$ cat src/rtl/popcount_pipe.sv
// rtl/popcount_pipe.sv - 3-stage pipelined popcount with per-word and saturating burst modes
module popcount_pipe #(
    parameter int DATA_W = 128,
    parameter int CNT_W  = $clog2(DATA_W + 1),
    parameter int ACC_W  = 16
) (
    input  logic              clk,
    input  logic              rst_n,
    input  logic              in_valid,
    output logic              in_ready,
    input  logic [DATA_W-1:0] in_data,
    input  logic              in_mode,
    input  logic              in_last,
    output logic              out_valid,
    input  logic              out_ready,
    output logic [ACC_W-1:0]  out_data,
    output logic              out_last,
    output logic              out_sat
);

    localparam int L = DATA_W / 16;

    logic             en;
    logic [4:0]       lane_cnt [L];
    logic             s1_valid, s1_mode, s1_last;
    logic [4:0]       s1_lanes [L];
    logic [CNT_W-1:0] word_cnt;
    logic             s2_valid, s2_mode, s2_last;
    logic [CNT_W-1:0] s2_cnt;
    logic [ACC_W-1:0] acc;
    logic             sat_flag;
    logic [ACC_W:0]   sum;
    logic             clamp;
    logic [ACC_W-1:0] sat_val;

    // One global enable: the whole pipe, accumulator included, freezes on a stalled result
    assign en       = !out_valid || out_ready;
    assign in_ready = en;

    always_comb begin
        for (int i = 0; i < L; i++) begin
            lane_cnt[i] = '0;
            for (int b = 0; b < 16; b++) begin
                lane_cnt[i] = lane_cnt[i] + 5'(in_data[16*i+b]);
            end
        end
    end

    always_comb begin
        word_cnt = '0;
        for (int i = 0; i < L; i++) begin
            word_cnt = word_cnt + CNT_W'(s1_lanes[i]);
        end
    end

    // One extra bit of headroom exposes overflow of acc + count
    assign sum     = (ACC_W+1)'(acc) + (ACC_W+1)'(s2_cnt);
    assign clamp   = sum[ACC_W];
    assign sat_val = clamp ? {ACC_W{1'b1}} : sum[ACC_W-1:0];

    always_ff @(posedge clk or negedge rst_n) begin
        if (!rst_n) begin
            s1_valid <= 1'b0;
            s1_mode  <= 1'b0;
            s1_last  <= 1'b0;
            for (int i = 0; i < L; i++) s1_lanes[i] <= '0;
        end else if (en) begin
            s1_valid <= in_valid;
            s1_mode  <= in_mode;
            s1_last  <= in_last;
            for (int i = 0; i < L; i++) s1_lanes[i] <= lane_cnt[i];
        end
    end

    always_ff @(posedge clk or negedge rst_n) begin
        if (!rst_n) begin
            s2_valid <= 1'b0;
            s2_mode  <= 1'b0;
            s2_last  <= 1'b0;
            s2_cnt   <= '0;
        end else if (en) begin
            s2_valid <= s1_valid;
            s2_mode  <= s1_mode;
            s2_last  <= s1_last;
            s2_cnt   <= word_cnt;
        end
    end

    always_ff @(posedge clk or negedge rst_n) begin
        if (!rst_n) begin
            out_valid <= 1'b0;
            out_data  <= '0;
            out_last  <= 1'b0;
            out_sat   <= 1'b0;
            acc       <= '0;
            sat_flag  <= 1'b0;
        end else if (en) begin
            out_valid <= 1'b0;
            if (s2_valid) begin
                if (!s2_mode) begin
                    out_valid <= 1'b1;
                    out_data  <= ACC_W'(s2_cnt);
                    out_last  <= 1'b1;
                    out_sat   <= 1'b0;
                end else if (!s2_last) begin
                    acc      <= sat_val;
                    sat_flag <= sat_flag || clamp;
                end else begin
                    out_valid <= 1'b1;
                    out_data  <= sat_val;
                    out_last  <= 1'b1;
                    out_sat   <= sat_flag || clamp;
                    acc       <= '0;
                    sat_flag  <= 1'b0;
                end
            end
        end
    end

endmodule

$ cat config.mk
export PLATFORM = sky130hd
export DESIGN_NAME = popcount_pipe
export DESIGN_NICKNAME = d
export VERILOG_FILES = /design/src/rtl/popcount_pipe.sv
export SDC_FILE = /design/constraint.sdc
export NUM_CORES = 1
export LEC_CHECK = 0
export ABC_AREA = 0
export BUFFER_PORTS_ARGS = -buffer_cell sky130_fd_sc_hd__buf_2
export CORE_ASPECT_RATIO = 2
export CORE_MARGIN = 2
export CORE_UTILIZATION = 57
export DETAILED_ROUTE_END_ITERATION = 7
export GPL_TIMING_DRIVEN = 1
export PLACE_DENSITY = 0.91
export SLEW_MARGIN = 20
export SYNTH_ARGS = -nofsm -noshare
export SYNTH_HDL_FRONTEND = slang
export SYNTH_SLANG_ARGS = --single-unit
$ cat constraint.sdc
create_clock -name clk -period 5.1 [get_ports clk]
set_clock_uncertainty 0.15 [all_clocks]
set_input_delay 0.51 -clock clk [delete_from_list [all_inputs] [get_ports clk]]
set_output_delay 0.51 -clock clk [all_outputs]
set_load 0.02 [all_outputs]
Word-level counts from Yosys, hierarchy flattened
Cells that the tools add are included.
Widths: inputs -> output; s select.
{"block": "word_totals", "regBits": 90, "latchBits": 0, "ramBits": 0, "rom_bits": 0, "in_bits": 134, "out_inout_bits": 20, "elab_cells": 167, "memories": 0}
{"block": "classes", "n_addsub": 128, "mul": 0, "div": 0, "magnitude_cmp": 0, "eq_ne": 1, "n_shift": 0, "n_mux": 12, "bitwise_logic": 0, "n_reduce_logical": 5}
{"op": "$add 5x1->5", "count": 88}
{"op": "$mux 16", "count": 4}
{"op": "$add 4x1->5", "count": 8}
{"op": "$add 3x1->4", "count": 8}
{"op": "$add 8x5->8", "count": 4}
{"op": "$add 2x1->3", "count": 8}
{"op": "$add 16x8->17", "count": 1}
{"op": "$add 1x1->2", "count": 8}
{"op": "$add 7x5->8", "count": 1}
{"op": "$mux 1", "count": 8}
{"op": "$add 6x5->7", "count": 1}
{"op": "$add 5x5->6", "count": 1}
{"op": "$reduce_and 3->1", "count": 2}
{"op": "$logic_or 1x1->1", "count": 2}
{"op": "$ne 2x1->1 const B", "count": 1}
{"op": "$logic_not 1->1", "count": 1}

Logic depth before layout (Yosys ltp)
{"block": "depth", "ltp_word": 15, "ltp_mapped": 14, "ltp_nobuf": 14}

Worst setup path before layout
No wires, ideal clock.
{"block": "synth_path", "path_kind": "reg2reg", "from": "register s1_lanes[2] in the netlist's numbering", "to": "register s2_cnt[6]", "setup_time_ns": 0.135, "arrival_ns": 3.690, "t_required_ns": 4.815, "setup_slack_ns": 1.125, "stages_incl_launch_ff": 15, "n_path_buf": 0, "synth_period_minus_slack_ns": 3.975, "path_cell_list": "dfrtp_1 -> inv_1 -> fa_1 -> inv_1 -> fa_1 -> fa_1 -> inv_1 -> fa_1 -> inv_1 -> ha_1 -> fa_1 -> a21o_1 -> a21oi_1 -> xor2_1 -> o21ai_0"}
{"block": "synth_between", "elab_chain_len": 1}
{"item": "from (decl)", "line": "26", "rtl": "logic [4:0] s1_lanes [L];"}
{"item": "$add 8x5->8", "line": "52", "rtl": "word_cnt = word_cnt + CNT_W'(s1_lanes[i]);"}
{"item": "to (signal assigned)", "line": "85", "rtl": "s2_cnt <= word_cnt;"}
{"item": "to (decl)", "line": "29", "rtl": "logic [CNT_W-1:0] s2_cnt;"}
Every way passes these cells.
A chain may end at the register's enable or synchronous reset.

Worst setup path in the final report
Same ends and word-level chain as after synthesis.

==> qor.csv <==
stage,metric,value,unit
run_status,status,finished clean,
placed_design,hpwl dp,14.2,mm
global_routing,vias in the first global route,6582,
clock_tree,clk root buf,clkbuf_16,
sta,Worst Max-Slew Pin Slew,0.829,ns
sta,Final Max Slew Viols,0,
setup_path,Worst Path Required,5.15,ns
sta,setup violators final,0,
clock_tree,Max H-tree Level,3,
yosys,Post-Synth XOR/XNOR Area,0.0241,
yosys,post-synth top area cell,dfrtp_1,
floorplanning,area of the core,13800,sq um
yosys,Synthesized Nets,1137,
clock_tree,cts bufs inserted,9,
yosys,synth top area cells,"dfrtp_1, fa_1, inv_1",
sta,fmax,237,MHz
min_path,worst min path class,input port to asynchronous set/reset pin,
route,drt drc,0,
setup_path,Worst Setup End Kind,flip-flop,
yosys,Async SR Flop Fraction,1.00,
sta,Final Hold Vio Count,0,
setup_path,CP dominant cell by count,fa_1,
route,Post-DRT Antenna Nets,0,
yosys,Syn Inst Count,837,
placed_design,gpl congestion,0.868,
global_routing,Total GRT Usage,0.248,
floorplanning,FP Rows,61,
yosys,Syn Area/Cell,9.56,sq um
yosys,top cell type's share of synthesized area,0.282,
setup_path,"Arr. time, crit path",4.28,ns
yosys,yosys warns,0,
floorplanning,chip height,172,um
yosys,most numerous cell in the Yosys netlist,inv_1,
route,DR iter-0 viols,242,
placed_design,port bufs,153,
yosys,Post-synth EDFFs,0,
route,DR vias/cell,5.20,
sta,RSZ-0062 raised after global routing,false,
sta,max_slew headroom,0.447,
setup_path,worst setup path class,flip-flop to flip-flop,
yosys,Post-synth top flop,dfrtp_1,
yosys,"Cell Area, Synth",8000,sq um
yosys,post-synthesis adder-cell area fraction,0.363,
final_layout,nets@finish,1280,
clock_tree,clk slew on worst S/H paths,0.06,ns
floorplanning,width of the die,87.8,um
setup_path,Critical Path Max Stage Delay,0.55,ns
global_routing,global-route wire length before repair,28.8,mm
clock_tree,clock latency on the worst-skew pair,0.35,ns
yosys,register bit total from synthesis,90,
setup_path,Critical-path top delay cell,fa_1,
route,Routed WL per cell,14.9,um
global_routing,grt met3 use,0.0355,
global_routing,largest net degree at the start of global routing,91,
yosys,multiplexer share of the synthesized area,0.00375,
global_routing,grt total ovfl,0,
setup_path,CP max FO,2,
yosys,Simple-Gate Fraction of Synth Area,0.0989,
yosys,largest family of logic cells by synthesized area,adder cells,
sta,Tcrit/Tclk final,0.828,
yosys,Netlist cell types,56,
route,DR pass1 iterations,5,
clock_tree,Clock Path Buffers,2,
run,Max-Cap Viols,0,
route,DRT Wirelength,17.4,mm
final_layout,Syn-to-layout area delta,15.7,%
setup_path,CP startpoint,s1_lanes[2]$_DFFE_PN0N_,
clock_tree,# resized after CTS,0,
setup_path,startpoint types,flip-flop,
floorplanning,total die area,15100,sq um
sta,Final Critical Period,4.22,ns
global_routing,Top Usage Layer GRT,met2,
yosys,Synth Area in Compound Gates,0.118,
clock_tree,CTS tree,built,
sta,Setup TNS,0,ns
final_layout,ANT cells,0,
global_routing,met1 Usage GRT,0.238,
clock_tree,"Hold-fix buffers, CTS",0,
route,vias,6106,
global_routing,met2 GRT Util,0.481,
setup_path,CP cell instances,inv_1 > fa_1 > inv_1 > fa_1 > fa_1 > inv_1 > fa_1 > inv_1 > ha_1 > fa_1 > a21o_1 > a21oi_1 > xor2_1 > o21ai_0,
yosys,Post-synth top cells,"inv_1, fa_1, dfrtp_1, nand2_1, ha_1",
global_routing,antenna violations before repair,0,
floorplanning,Starting Density,0.579,
floorplanning,I/O pins,154,
yosys,"Seq/Total Area, Yosys",0.282,
clock_tree,CTS sink cnt,90,
clock_tree,Post-CTS Setup Bufs,0,
setup_path,reg2reg start,s1_lanes[2]$_DFFE_PN0N_,
final_layout,fraction of layout instances using a drive strength above 1,0.192,
-- layout by cell type, fill, tap and decap left out, types with 4 or more instances in the layout --
master / count
xor2_1: 13
inv_1: 208
xnor2_1: 9
nand2_1: 90
a21o_1: 18
buf_2: 152
clkbuf_16: 9
nand2b_1: 5
nor2_1: 37
a22oi_1: 4
nor2b_1: 10
nor3_1: 4
o21ai_1: 4
nand3_1: 5
fa_1: 110
o21a_1: 5
dfrtp_1: 90
a21oi_1: 41
o21ai_0: 50
ha_1: 56
-- through the flow --
step,hold slack (ns),instances,instance area [sq um],utilization,setup slack (ns)
global route,0.127,1174,9250,0.670,0.743
finish,0.0318,1174,9250,0.670,0.878
detailed placement,0.298,1158,8930,0.646,0.937
floorplan,0.0644,837,8000,-,1.12
CTS,0.201,1174,9240,0.669,0.867
global placement,0.294,1158,8930,0.646,1.02
-- critical path, delay by kind of cell (launching register included) --
family / cells / cell delay, ns
XOR/XNOR: 1 / 0.17
adder cells (fa/ha/maj): 6 / 2.76
AO/OA/AOI/OAI: 3 / 0.45
buffers and inverters: 4 / 0.22
flip-flops: 1 / 0.32
-- final timing paths --
check                                           end  slack (ns)  cells past startpoint
max                           s2_cnt[6]$_DFFE_PN0N_        0.88                     14
max in group asynchronous  s1_lanes[16]$_DFFE_PN0N_        4.15                      1
min                         out_data[1]$_DFFE_PN0P_        0.03                      1
min in group clk               s1_valid$_DFFE_PN0N_        0.20                      3
min reg2reg                     out_sat$_DFFE_PN0P_        0.31                      2
max reg2reg                   s2_cnt[6]$_DFFE_PN0N_        0.88                     14
-- registers in the layout, summed over array words and instances, names as in the netlist --
| signal | count |
|---|---|
| out_valid | 1 |
| s2_valid | 1 |
| s1_valid | 1 |
| out_sat | 1 |
| s1_last | 1 |
| s1_lanes | 40 |
| acc | 16 |
| s1_mode | 1 |
| sat_flag | 1 |
| s2_cnt | 8 |
| s2_mode | 1 |
| out_last | 1 |
| s2_last | 1 |
| out_data | 16 |
-- kinds of logic after synthesis --
family / count (synthesis)
AND/OR/NAND/NOR: 173
adder cells (fa/ha/maj): 166
flip-flops: 90
XOR/XNOR: 22
multiplexers: 3
AO/OA/AOI/OAI: 151
buffers and inverters: 232
-- layer usage --
metal / vias up / wire [um] / part of all wire
met2: 182 / 10500 / 0.60
met1: 3000 / 5490 / 0.31
met3: 62 / 531 / 0.030
met4: 0 / 907 / 0.052
met5: - / 0 / 0
li1: 2862 / - / -
-- layout make-up --
cell class | count | area [sq um]
repair buffers | 155 | 787
clock buffers | 9 | 225
fillers | 1046 | 4560
well taps | 189 | 236
flip-flops and latches | 90 | 2250
multi-input cells | 515 | 4870
clock inverters | 7 | 92.6
inverters | 209 | 785
Power is not shown: default switching activity piles up to over one toggle a cycle in this logic, so the estimate is an artifact.
